===== src/rtl/controlador_display.sv =====
// rtl/controlador_display.sv - multiplexed 4-digit display driver for corrector results
module controlador_display #(
  parameter int REFRESCO = 50000,
  parameter int PARPADEO = 12500000
) (
  input  logic       reloj,
  input  logic       reset,
  input  logic       carga,
  input  logic [3:0] corregido,
  input  logic [2:0] sindrome,
  input  logic       error_simple,
  input  logic       error_doble,
  output logic [3:0] anodos,
  output logic [6:0] segmentos,
  output logic       led_simple,
  output logic       led_doble
);

  localparam int W_REF = (REFRESCO > 2) ? $clog2(REFRESCO) : 1;
  localparam int W_PAR = (PARPADEO > 2) ? $clog2(PARPADEO) : 1;
  localparam logic [W_REF-1:0] REF_MAX = W_REF'(REFRESCO - 1);
  localparam logic [W_PAR-1:0] PAR_MAX = W_PAR'(PARPADEO - 1);

  localparam logic [1:0] COD_NINGUNO = 2'd0;
  localparam logic [1:0] COD_SIMPLE  = 2'd1;
  localparam logic [1:0] COD_DOBLE   = 2'd2;

  logic [3:0]       dato_reg;
  logic [2:0]       sind_reg;
  logic [1:0]       codigo;
  logic [3:0]       cont_err;
  logic [W_REF-1:0] cnt_ref;
  logic [1:0]       indice;
  logic [W_PAR-1:0] cnt_par;
  logic             fase;
  logic [1:0]       codigo_nuevo;
  logic [3:0]       valor;
  logic             apagar;

  function automatic logic [6:0] hex_a_seg(input logic [3:0] h);
    case (h)
      4'h0: hex_a_seg = 7'b1000000;
      4'h1: hex_a_seg = 7'b1111001;
      4'h2: hex_a_seg = 7'b0100100;
      4'h3: hex_a_seg = 7'b0110000;
      4'h4: hex_a_seg = 7'b0011001;
      4'h5: hex_a_seg = 7'b0010010;
      4'h6: hex_a_seg = 7'b0000010;
      4'h7: hex_a_seg = 7'b1111000;
      4'h8: hex_a_seg = 7'b0000000;
      4'h9: hex_a_seg = 7'b0010000;
      4'hA: hex_a_seg = 7'b0001000;
      4'hB: hex_a_seg = 7'b0000011;
      4'hC: hex_a_seg = 7'b1000110;
      4'hD: hex_a_seg = 7'b0100001;
      4'hE: hex_a_seg = 7'b0000110;
      default: hex_a_seg = 7'b0001110;
    endcase
  endfunction

  // Double error dominates when both flags are raised together
  always_comb begin
    codigo_nuevo = COD_NINGUNO;
    if (error_doble)
      codigo_nuevo = COD_DOBLE;
    else if (error_simple)
      codigo_nuevo = COD_SIMPLE;
  end

  // Latch corrector results on carga and count erroneous words, saturating at F
  always_ff @(posedge reloj) begin
    if (reset) begin
      dato_reg <= 4'h0;
      sind_reg <= 3'h0;
      codigo   <= COD_NINGUNO;
      cont_err <= 4'h0;
    end else if (carga) begin
      dato_reg <= corregido;
      sind_reg <= sindrome;
      codigo   <= codigo_nuevo;
      if (codigo_nuevo != COD_NINGUNO && cont_err != 4'hF)
        cont_err <= cont_err + 4'h1;
    end
  end

  // Refresh timer: hold each digit REFRESCO cycles, then advance to the next one
  always_ff @(posedge reloj) begin
    if (reset) begin
      cnt_ref <= '0;
      indice  <= 2'd0;
    end else if (cnt_ref == REF_MAX) begin
      cnt_ref <= '0;
      indice  <= indice + 2'd1;
    end else begin
      cnt_ref <= cnt_ref + 1'b1;
    end
  end

  // Free-running blink timer; phase flips every PARPADEO cycles
  always_ff @(posedge reloj) begin
    if (reset) begin
      cnt_par <= '0;
      fase    <= 1'b0;
    end else if (cnt_par == PAR_MAX) begin
      cnt_par <= '0;
      fase    <= ~fase;
    end else begin
      cnt_par <= cnt_par + 1'b1;
    end
  end

  // Select the nibble for the current digit and decide whether it is blanked
  always_comb begin
    valor = 4'h0;
    case (indice)
      2'd0:    valor = dato_reg;
      2'd1:    valor = {1'b0, sind_reg};
      2'd2:    valor = {2'b00, codigo};
      default: valor = cont_err;
    endcase
    apagar = (codigo == COD_DOBLE) && !fase && !indice[1];
  end

  // Register the display drive so anodes and segments change together
  always_ff @(posedge reloj) begin
    if (reset || apagar) begin
      anodos    <= 4'b1111;
      segmentos <= 7'b1111111;
    end else begin
      anodos    <= ~(4'b0001 << indice);
      segmentos <= hex_a_seg(valor);
    end
  end

  assign led_simple = !reset && (codigo == COD_SIMPLE);
  assign led_doble  = !reset && (codigo == COD_DOBLE) && fase;

endmodule


===== config.mk =====
export PLATFORM = sky130hd
export DESIGN_NAME = controlador_display
export DESIGN_NICKNAME = d
export VERILOG_FILES = /design/src/rtl/controlador_display.sv
export SDC_FILE = /design/constraint.sdc
export NUM_CORES = 1
export LEC_CHECK = 0
export ABC_CLOCK_PERIOD_IN_PS = 2600
export CAP_MARGIN = 0
export CORE_MARGIN = 5
export CORE_UTILIZATION = 45
export DETAILED_ROUTE_END_ITERATION = 8
export PLACE_DENSITY = 0.68
export RECOVER_POWER = 50
export SLEW_MARGIN = 25
export SYNTH_ARGS = -nofsm -noshare
export SYNTH_HDL_FRONTEND = slang
export SYNTH_SLANG_ARGS = --single-unit

===== constraint.sdc =====
create_clock -name reloj -period 2.6 [get_ports reloj]
set_input_delay 0.52 -clock reloj [delete_from_list [all_inputs] [get_ports reloj]]
set_output_delay 0.52 -clock reloj [all_outputs]
set_load 0.005 [all_outputs]

; ---- After elaboration in Yosys (flattened, before gate mapping)
; Memories as Yosys holds them, arrays and structs flattened. A register that Yosys moved wholly into a read port is not among the register bits.
; Index checks and enable logic that the tools add are counted.
[word_totals]
register_bits = 60
romBits = 112
in_bits = 12
output_inout_bits = 13
wordCells = 42
memories = 1
[mem_list]
columns = name, depth, width, read_ports, rd_clocked_by_memory_dff, wr, line_no
row1 = (name not given), 16, 7, 1, 1, 0, 41  ; case (h)
[op_classes]
add_sub_neg = 4
eq_ne = 7
shift = 1
n_mux = 3
bitwise_logic = 2
n_reduce_logical = 15
[op_table]
columns = operator, count
row1 = $add A24 B1 Y24 const B, 1
row2 = $eq A24 B24 Y1 const B, 1
row3 = $add A16 B1 Y16 const B, 1
row4 = $eq A16 B16 Y1 const B, 1
row5 = $pmux W4 S3, 1
row6 = $logic_and A1 B1 Y1, 6
row7 = $add A4 B1 Y4 const B, 1
row8 = $eq A2 B1 Y1 const B, 2
row9 = $eq A2 B2 Y1 const B, 2
row10 = $ne A4 B4 Y1 const B, 1
row11 = $not A4 Y4, 1
row12 = $reduce_or A2 Y1, 2
row13 = $shl A1 B2 Y4 const A, 1
row14 = $logic_not A1 Y1, 3
row15 = $add A2 B1 Y2 const B, 1
row16 = $logic_not A2 Y1, 1
row17 = $mux W2, 1
row18 = $reduce_and A2 Y1, 1
row19 = $reduce_bool A2 Y1, 1
row20 = $logic_or A1 B1 Y1, 1
row21 = $mux W1, 1
row22 = $not A1 Y1, 1

; ---- Logic depth before layout (Yosys ltp)
; Gate-level depths: netlist of run 1.
[depth]
ltp_word = 5
depth_mapped = 10
mapped_depth_nobuf = 10

; ---- Least setup slack after synthesis of run 1
; No wires, ideal clock.
[synth_path]
kind = register -> register
start = register indice[0]
end = register segmentos[1]
setup_ns = 0.145
arrival_ns = 1.938
t_required_ns = 2.455
setup_slack_ns = 0.517
path_stages_with_launch = 10
n_path_buf = 0
synth_period_minus_slack_ns = 2.083
path_cell_list = dfxtp_1 > inv_1 > ha_1 > a222oi_1 > mux2i_1 > inv_1 > ha_1 > nor3_1 > a211o_1 > nand3_1
[synth_between]
elab_chain_len = 2
elab_cells_between_ends = 4
classes_between = 2 x eq/ne / 1 x mux / 1 x reduce/logical
[synth_rtl]
columns = element, line_no
row1 = start: declaration, 33  ; logic [1:0] indice;
row2 = start signal: assignment, 93  ; indice <= indice + 2'd1;
row3 = $eq A2 B2 Y1 (tied with other cells), 115  ; case (indice)
row4 = $pmux W4 S3 (*), 115
row5 = end: declaration, 14  ; output logic [6:0] segmentos,
; Mark *: on every way between the ends. The rest lies on a longest branch, timed or not.
; A chain may end at the register's enable or synchronous reset.

; ---- Final worst setup path of run 1
[layout_path]
start = input port reset
end = output port led_doble
[layout_between]
elab_chain_len = 3
[layout_rtl]
columns = element, line_no
row1 = start: declaration, 7  ; input logic reset,
row2 = $logic_not A1 Y1, 136  ; assign led_doble = !reset && (codigo == COD_DOBLE) && fase;
row3 = $logic_and A1 B1 Y1 (2 in a row), 136
row4 = end: declaration, 16  ; output logic led_doble
; No other way between the ends.

==> impl_results.md, run 1 <==
- Net Count, Synth: 370
- Via-per-instance ratio: 5.473
- Clock Latency Late Sink: 0.34 ns
- Post-Syn Area: 3120 sq um
- Worst clock skew: 0.009892 ns
- Synthesized flop and latch total: 67
- Num CTS Buffers: 9
- Via count: 2501
- Minimum clock period: 2.426 ns
- Synth warnings: 0
- Drt wl/cell: 13.71 um
- DIE AREA: 8700 sq um
- Hold Crit Class: register to register
- Highest-delay cell along the critical path: dlygate4sd3_1
- Area of the multi-input gates: 1682 sq um
- Vias in the first global route: 2342
- Post-synthesis sequential area ratio: 0.4298
- Setup bufs post-CTS: 0
- Filler cell count: 628
- CTS max path bufs: 2
- Final Hold Vio Count: 0
- Slew Limit Fails: 0
- Synth unique cells: 51
- Pleak: 1.315 nW
- Synth Area per Inst: 9.071 sq um
- Seq pwr share: 0.469
- Final net count: 398
- Crit-path max cell delay: 0.57 ns
- CP Max Fanout: 3
- Slew headroom: 0.4291
- Row cnt: 30
- Area of the core: 6756 sq um
- Area Overhead vs Synth: 18.36%
- Critical path type: input pin to output pin
- Die Span Y: 93.28 um
- Global-route wire length before repair: 10780 um
- Clock Pin Slew Worst Setup and Hold Paths: 0.08 ns
- H-tree levels: 3
- Biggest regs: cnt_par x24, cnt_ref x16, segmentos x7
- Largest net degree at the start of global routing: 21
- Outcome: finished, final reports clean
- Pwr Density: 622.6 nW/um^2
- Clock power frac: 0.464
- Critical Path AT: 1.91 ns
- CTS sink count: 67
- Top cell type's share of synthesized area: 0.4298
- Detailed Routing Iterations Pass 1: 4
- Register bank with the most flops: cnt_par
- Synth top cells by count: dfxtp_1, nor2_1, xnor2_1
- Initial Utilization: 0.4619
- Post-Synthesis Cells: 344
- Net switching power: 0.5201 mW
- Internal: 1.779 mW
- Reg area: 1341 sq um
- Largest area contributor in the netlist: dfxtp_1
- GPL Wtd Cong: 0.8601
- Worst slew pin tran: 0.8564 ns
- CTS tree: yes
- I/O Pins: 25
- Antenna-violating nets left: 0
- Required time worst endpoint: 2.08 ns
- Port Buffers: 24
- Max cap viols: 0
- Share of cells above drive strength 1: 0.06897
- Root buffer cell: clkbuf_8
- Gate power share: 0.067
- Peak supply drop: 365.0 uV
- Detailed-route DRC error count: 0
- RSZ-0062 raised after global routing: false
- WL final: 6266 um
- Sw Share: 0.2262
- Setup crit start kind: input pin
- Initial antenna violation count: 0
- Critical path cell sequence: dlygate4sd3_1 -> nor2b_1 -> and3b_1 -> clkdlybuf4s50_1
- All-Layer GR Usage: 0.1526
- Async set-or-reset flop fraction in the synthesized netlist: 0
- Count leader, synth: dfxtp_1
- Initial DRC count: 150
- Largest cells by area after synthesis: dfxtp_1, nor2_1, xnor2_1
- Max FFs per register: 24
- Die Span X: 93.28 um
- Post-synth EDFFs: 0
- Antenna diodes: 0
- Final HPWL DP: 4468 um
- GRT overflow: 0
- Top_reg_cell synth: dfxtp_1
- Fmax: 412.2 MHz
- CP endpoint kind: output pin
- Setup-failing EPs final: 0
- Hold WS: 0.4663 ns
- Sum Neg Setup Slack: 0 ns
- Final period utilization: 0.9332
==> power groups by stage <==
stage | logic (mW) | registers [mW] | clock network [mW]
floorplan | 0.0916 | 1.10 | 0
global placement | 0.158 | 1.10 | 0
detailed placement | 0.160 | 1.10 | 0
CTS | 0.161 | 1.08 | 1.09
global route | 0.170 | 1.08 | 1.14
finish | 0.154 | 1.08 | 1.07
==> worst paths after layout <==
path | start | endpoint | slack [ns] | depth (start not counted)
setup / recovery | reset | led_doble | 0.17 | 4
hold / removal | cnt_par[0]$_SDFF_PP0_ | cnt_par[0]$_SDFF_PP0_ | 0.47 | 1
setup reg to reg | indice[0]$_SDFFE_PP0N_ | segmentos[3]$_SDFF_PP1_ | 0.18 | 9
hold reg to reg | cnt_par[0]$_SDFF_PP0_ | cnt_par[0]$_SDFF_PP0_ | 0.47 | 1
==> area by class of cell <==
| class | instances | share of cell area |
|---|---|---|
| inverters | 15 | 0.01524 |
| well taps | 80 | 0.02710 |
| flip-flops and latches | 67 | 0.3631 |
| clock inverters | 7 | 0.03354 |
| clock buffers | 9 | 0.03354 |
| repair buffers | 28 | 0.07215 |
| multi-input cells | 251 | 0.4553 |
==> metrics by stage <==
step,cell area (sq um),setup WS [ns],cells,power (mW),utilization
6_report,3694,0.1737,457,2.300,0.5467
4_1_cts,3705,0.2219,457,2.332,0.5483
3_5_place_dp,3457,0.2503,441,1.264,0.5117
5_1_grt,3694,0.03684,457,2.393,0.5467
2_1_floorplan,3120,0.5167,344,1.191,-
3_3_place_gp,3457,0.3361,441,1.260,0.5117
==> cell usage in the layout (no fill, tap or decap), types with 2 or more instances in the layout <==
master,netlist,layout
inv_6,0,2
a222oi_1,2,2
and4_1,5,5
or2_1,2,2
mux2i_1,11,10
nor2b_1,2,2
bufinv_16,0,3
or4_1,7,7
buf_4,0,3
a31oi_1,3,3
o21ai_1,2,2
and3_1,4,4
a21oi_1,16,16
dlygate4sd3_1,0,12
nand4_2,2,2
o31ai_1,8,8
clkdlybuf4s50_1,0,12
nor3_1,9,9
or3_1,6,6
nor4bb_1,2,2
dfxtp_1,67,67
nand4_1,7,7
nor4_1,4,4
ha_1,14,14
xnor2_1,21,21
o221ai_1,2,2
and3b_1,2,2
nand3_1,17,17
nor4b_1,3,3
clkbuf_8,0,9
xor2_1,8,8
nor2_1,49,49
nand2_1,18,18
or4b_1,2,2
o21ai_0,4,4
inv_1,15,15
==> per-layer routing <==
metal	share of wire	routed length, um	global-route usage	vias up
met5	0	0	0	-
met1	0.50	3145	0.2030	1158
met2	0.45	2822	0.2347	43
met3	0.038	238	0.04103	7
met4	0.0093	58	0.05983	0
li1	-	-	-	1293
==> worst max-delay path: cells and delay by family <==
family                 cells  cell delay (ns)
and+or+nand+nor            2             0.32
buffers and inverters      2             1.07
==> logic make-up after synthesis <==
logic type               count (synthesis)  synth area share
XOR/XNOR                                29           0.08140
AO/OA/AOI/OAI                           47            0.1023
AND/OR/NAND/NOR                        148            0.2554
multiplexers                            13           0.04250
flip-flops                              67            0.4298
adder cells (fa/ha/maj)                 14           0.05614
buffers and inverters                   26           0.03248
==> what timing repair did <==
item,in CTS,in global routing
hold buffers,0,0
endpoints found under the setup margin,0,1
resized for setup,0,1
No activity file was read; power rests on OpenSTA's default activity.
==> inputs of run 2 (changes only) <==
--- a/config.mk
+++ b/config.mk
@@ -7,11 +7,15 @@
 export LEC_CHECK = 0
 export ABC_CLOCK_PERIOD_IN_PS = 2600
 export CAP_MARGIN = 0
+export CELL_PAD_IN_SITES_DETAIL_PLACEMENT = 1
+export CELL_PAD_IN_SITES_GLOBAL_PLACEMENT = 2
 export CORE_MARGIN = 5
-export CORE_UTILIZATION = 45
+export CORE_UTILIZATION = 36
 export DETAILED_ROUTE_END_ITERATION = 8
-export PLACE_DENSITY = 0.68
+export HOLD_SLACK_MARGIN = 0.12
+export PLACE_DENSITY = 0.83
 export RECOVER_POWER = 50
+export SKIP_CTS_REPAIR_TIMING = 1
 export SLEW_MARGIN = 25
 export SYNTH_ARGS = -nofsm -noshare
 export SYNTH_HDL_FRONTEND = slang
==> impl_results.md, run 2 (synthesis results as in run 1) <==
- Outcome: finished, final reports clean
- Die Span X: 103.1 um
- Root buffer cell: clkbuf_8
- CTS sink count: 67
- Worst setup margin: 0.1741 ns
- Tot Pwr: 2.204 mW
- Minimum clock period: 2.426 ns
- Critical Path AT: 2.64 ns
- Antenna-violating nets left: 0
- Clock Pin Slew Worst Setup and Hold Paths: 0.08 ns
- Final period utilization: 0.9330
- Critical path type: register to register
- All-Layer GR Usage: 0.1551
- Initial Utilization: 0.3631
- Fmax: 412.2 MHz
- Final HPWL DP: 5322 um
- Hold Crit Class: register to register
- RR Endpoint: segmentos[3]$_SDFF_PP1_
- Hold path endpoint: cnt_ref[0]$_SDFF_PP0_
- Die Span Y: 103.1 um
- Initial antenna violation count: 0
- Required time worst endpoint: 2.82 ns
- Antenna diodes: 0
- CTS max path bufs: 2
- Max cap viols: 0
- Area of the core: 8593 sq um
- Commonest non-fill, non-tap cells in the layout: dfxtp_1, nor2_1, xnor2_1
- Dpl ws: 0.2020 ns
- CP Max Fanout: 5
- Slew Limit Fails: 0
- Drt wl/cell: 15.11 um
- Row cnt: 34
- H-tree levels: 3
- Slew headroom: 0.4240
- GPL Wtd Cong: 0.8204
- Num CTS Buffers: 9
- Largest net degree at the start of global routing: 21
- Port Buffers: 24
- Pwr Density: 595.1 nW/um^2
- Register bank with the most flops: cnt_par
- Clock Latency Late Sink: 0.34 ns
- Pleak: 1.308 nW
- Reg2Reg Setup Slack: 0.17 ns
- Hold depth: 1
- CTS tree: yes
- Via-per-instance ratio: 5.407
- Detailed-route DRC error count: 0
- Worst clock skew: 0.009944 ns
- CP endpoint kind: register
- Hold WS: 0.4589 ns
- Detailed Routing Iterations Pass 1: 4
- Final net count: 399
- Vias in the first global route: 2745
- Global-route wire length before repair: 13080 um
- CP Launch Point: indice[0]$_SDFFE_PP0N_
- Via count: 2617
- Share of cells above drive strength 1: 0.06383
- I/O Pins: 25
- Area Overhead vs Synth: 18.68%
- Setup crit start kind: register
- GRT overflow: 0
- Worst slew pin tran: 0.8640 ns
- Final Hold Vio Count: 0
- Setup-failing EPs final: 0
- Min-delay src: cnt_ref[0]$_SDFF_PP0_
- Initial DRC count: 84
- Biggest regs: cnt_par x24, cnt_ref x16, segmentos x7
- DIE AREA: 10630 sq um
- Crit Reg-Reg Startpoint: indice[0]$_SDFFE_PP0N_
- Peak supply drop: 247.3 uV
- WL final: 7315 um
- Max FFs per register: 24
- Register-to-Register Path Depth: 9
- Commonest non-fill, non-tap cell in the layout: dfxtp_1
## run 2: changes by cell type in the layout (fill, tap and decap cells not counted), sizes merged
cell,before,now
clkbuf,10,13
inv,17,15
buf,3,4
bufinv,3,2
clkdlybuf4s50,12,13
clkinv,1,0
clkinvlp,1,0
dlygate4sd3,12,11
## run 2: metal layers
metal / routed length [um] / vias up / global-route usage
met1: 3633 / 1287 / 0.2075
met3: 136 / 10 / 0.03045
met2: 3418 / 30 / 0.2442
li1: - / 1290 / -
met5: 0 / - / 0
met4: 126 / 0 / 0.06375
## run 2: final cells by class
cell class | count | area [sq um]
clock buffers | 12 | 155.1
multi-input cells | 251 | 1682
inverters | 15 | 56.30
well taps | 108 | 135.1
repair buffers | 29 | 274.0
fillers | 1009 | 4890
clock inverters | 2 | 60.06
flip-flops and latches | 67 | 1341
## run 2: critical path, stage by stage (launching register included)
cell and delay [ns]:
dfxtp_1 0.40, inv_1 0.11, ha_1 0.26, a222oi_1 0.45, mux2i_2 0.21, inv_1 0.20
ha_1 0.19, nor3_1 0.05, a2111oi_0 0.36, a31oi_1 0.08
## run 2: metrics by stage
stage	TNS, ns	util	cell area [sq um]	cells
finish	0	0.4310	3704	484
global route	-0.05928	0.4310	3704	484
global placement	0	0.4073	3500	470
CTS	0	0.4323	3715	484
floorplan	0	-	3120	344
detailed placement	0	0.4073	3500	470
## run 2: worst max path at each step
| stage | endpoint | slack (ns) | cells after the start |
|---|---|---|---|
| 3_5_place_dp | segmentos[3]$_SDFF_PP1_ | 0.20 | 9 |
| 6_report | segmentos[3]$_SDFF_PP1_ | 0.17 | 9 |
| 4_1_cts | segmentos[3]$_SDFF_PP1_ | 0.20 | 9 |
| 5_1_grt | segmentos[3]$_SDFF_PP1_ | -0.06 | 9 |
| 2_1_floorplan | segmentos[1]$_SDFF_PP1_ | 0.52 | 9 |
| 3_3_place_gp | led_doble | 0.34 | 4 |
## run 2: report_power, final
group	switching, mW	internal [mW]
sequential	0.0217	1.06
combinational	0.0830	0.0791
clock	0.379	0.583
==> inputs of run 3 (changes only) <==
--- a/config.mk
+++ b/config.mk
@@ -5,15 +5,16 @@
 export SDC_FILE = /design/constraint.sdc
 export NUM_CORES = 1
 export LEC_CHECK = 0
-export ABC_CLOCK_PERIOD_IN_PS = 2600
+export ABC_CLOCK_PERIOD_IN_PS = 2200
 export CAP_MARGIN = 0
 export CELL_PAD_IN_SITES_DETAIL_PLACEMENT = 1
 export CELL_PAD_IN_SITES_GLOBAL_PLACEMENT = 2
 export CORE_MARGIN = 5
-export CORE_UTILIZATION = 36
+export CORE_UTILIZATION = 32
 export DETAILED_ROUTE_END_ITERATION = 8
+export GPL_ROUTABILITY_DRIVEN = 0
 export HOLD_SLACK_MARGIN = 0.12
-export PLACE_DENSITY = 0.83
+export PLACE_DENSITY = 0.78
 export RECOVER_POWER = 50
 export SKIP_CTS_REPAIR_TIMING = 1
 export SLEW_MARGIN = 25
==> constraint.sdc (replaced) <==
create_clock -name reloj -period 2.2 [get_ports reloj]
set_input_delay 0.44 -clock reloj [delete_from_list [all_inputs] [get_ports reloj]]
set_output_delay 0.44 -clock reloj [all_outputs]
set_load 0.005 [all_outputs]
==> impl_results.md, run 3 (synthesis results as in run 1) <==
- Final HPWL DP: 5480 um
- Minimum clock period: 2.071 ns
- Fmax: 482.8 MHz
- Pwr Density: 707.0 nW/um^2
- Biggest regs: cnt_par x24, cnt_ref x16, segmentos x7
- Gate power share: 0.076
- Port Buffers: 24
- Non-filler cells, final: 528
- Crit-path max cell delay: 0.37 ns
- Clock Latency Late Sink: 0.35 ns
- WL final: 7434 um
- GRT overflow: 0
- CP endpoint kind: register
- Final core utilization: 0.4047
- Max FFs per register: 24
- Antenna-violating nets left: 0
- Root buffer cell: clkbuf_8
- Global-route wire length before repair: 12830 um
- Setup crit start kind: register
- CP delay by family, top: compound AO/OA/AOI/OAI gates
- CP Buf/Inv Count: 3
- All-Layer GR Usage: 0.1376
- Commonest non-fill, non-tap cells in the layout: dfxtp_1, nor2_1, xnor2_1
- Num CTS Buffers: 9
- Drt wl/cell: 14.08 um
- Hold WS: 0.4678 ns
- Min-delay src: cnt_par[0]$_SDFF_PP0_
- Hold path endpoint: cnt_par[0]$_SDFF_PP0_
- Initial antenna violation count: 0
- Worst slew pin tran: 0.6827 ns
- Final Hold Vio Count: 0
- Area Overhead vs Synth: 25.02%
- Required time worst endpoint: 2.42 ns
- Critical path cell sequence: inv_2 -> ha_2 -> a222oi_1 -> mux2i_2 -> buf_4 -> ha_1 -> inv_1 -> o221ai_1 -> o31ai_1 -> a22oi_1
- Critical Path AT: 2.29 ns
- I/O Pins: 25
- Highest-delay cell along the critical path: dfxtp_4
- Crit Reg-Reg Startpoint: indice[0]$_SDFFE_PP0N_
- Placed cell areas: 3628 sq um
- Share of cells above drive strength 1: 0.1190
- Hold Crit Class: register to register
- Clock Pin Slew Worst Setup and Hold Paths: 0.08 ns
- Register bank with the most flops: cnt_par
- Max cap viols: 0
- Final period utilization: 0.9414
- Register-to-Register Path Depth: 10
- Clock power frac: 0.463
- Slew Limit Fails: 0
- Critical path type: register to register
- Initial DRC count: 81
- Antenna diodes: 0
- CP Max Fanout: 4
- Peak supply drop: 356.9 uV
- Worst clock skew: 0.009575 ns
- H-tree levels: 3
- Largest net degree at the start of global routing: 20
- Via count: 2625
- DIE AREA: 11830 sq um
- Sum Neg Setup Slack: 0 ns
- Area of the core: 9639 sq um
- Seq pwr share: 0.461
- Slew headroom: 0.5448
- Outcome: finished, final reports clean
- Vias in the first global route: 2685
- Internal: 2.142 mW
- Setup-failing EPs final: 0
- Filler cell count: 1141
- Net switching power: 0.6164 mW
- CTS sink count: 67
- Post-route design area: 3901 sq um
- Die Span X: 108.8 um
- Dpl cells: 508
- Hold depth: 1
- Commonest non-fill, non-tap cell in the layout: dfxtp_1
- Final net count: 416
- CTS tree: yes
- Row cnt: 36
- Detailed Routing Iterations Pass 1: 4
- Pleak: 1.406 nW
- Detailed-route DRC error count: 0
- Via-per-instance ratio: 4.972
- RR Endpoint: segmentos[0]$_SDFF_PP1_
- Die Span Y: 108.8 um
- Reg2Reg Setup Slack: 0.13 ns
- Sw Share: 0.2235
- Initial Utilization: 0.3237
- CTS max path bufs: 2
[run 3: power by group through the flow]
| stage | combinational, mW | sequential [mW] | clock (mW) |
|---|---|---|---|
| 5_1_grt | 0.233 | 1.28 | 1.37 |
| 3_5_place_dp | 0.212 | 1.30 | 0 |
| 6_report | 0.210 | 1.27 | 1.28 |
| 3_3_place_gp | 0.206 | 1.30 | 0 |
| 2_1_floorplan | 0.108 | 1.30 | 0 |
| 4_1_cts | 0.213 | 1.27 | 1.32 |
[run 3: final cells by class]
class	instances	area, sq um	share of cell area
Timing Repair Buffer	46	390.4	0.1001
Clock inverter	6	112.6	0.02886
Inverter	15	56.30	0.01443
Multi-Input combinational cell	251	1692	0.4336
Tap cell	133	166.4	0.04266
Clock buffer	10	137.6	0.03528
Sequential cell	67	1346	0.3451
[run 3: stage by stage]
step                worst slack [ns]  power, mW
floorplan                     0.1167      1.407
global placement            -0.04839      1.507
detailed placement          -0.08449      1.515
CTS                          -0.1267      2.807
global route               -0.008987      2.877
finish                        0.1289      2.758
[run 3: how the worst max path moves through the flow]
stage                           startpoint  depth (start not counted)                 endpoint
finish              indice[0]$_SDFFE_PP0N_                         10  segmentos[0]$_SDFF_PP1_
global route        indice[0]$_SDFFE_PP0N_                          9  segmentos[3]$_SDFF_PP1_
CTS                 indice[0]$_SDFFE_PP0N_                          9  segmentos[3]$_SDFF_PP1_
detailed placement  indice[0]$_SDFFE_PP0N_                         10  segmentos[0]$_SDFF_PP1_
global placement                     reset                          4                led_doble
floorplan           indice[0]$_SDFFE_PP0N_                          9  segmentos[1]$_SDFF_PP1_
[run 3: worst register-to-register path, stage by stage (launching register included)]
cell	delay, ns
dfxtp_4	0.37
inv_2	0.06
ha_2	0.19
a222oi_1	0.36
mux2i_2	0.17
buf_4	0.16
ha_1	0.18
inv_1	0.08
o221ai_1	0.13
o31ai_1	0.10
a22oi_1	0.13
[run 3: routing by layer]
layer	global-route usage	part of all wire
met3	0.04085	0.027
met4	0.04599	0.013
met1	0.1764	0.49
met2	0.2211	0.47
met5	0	0
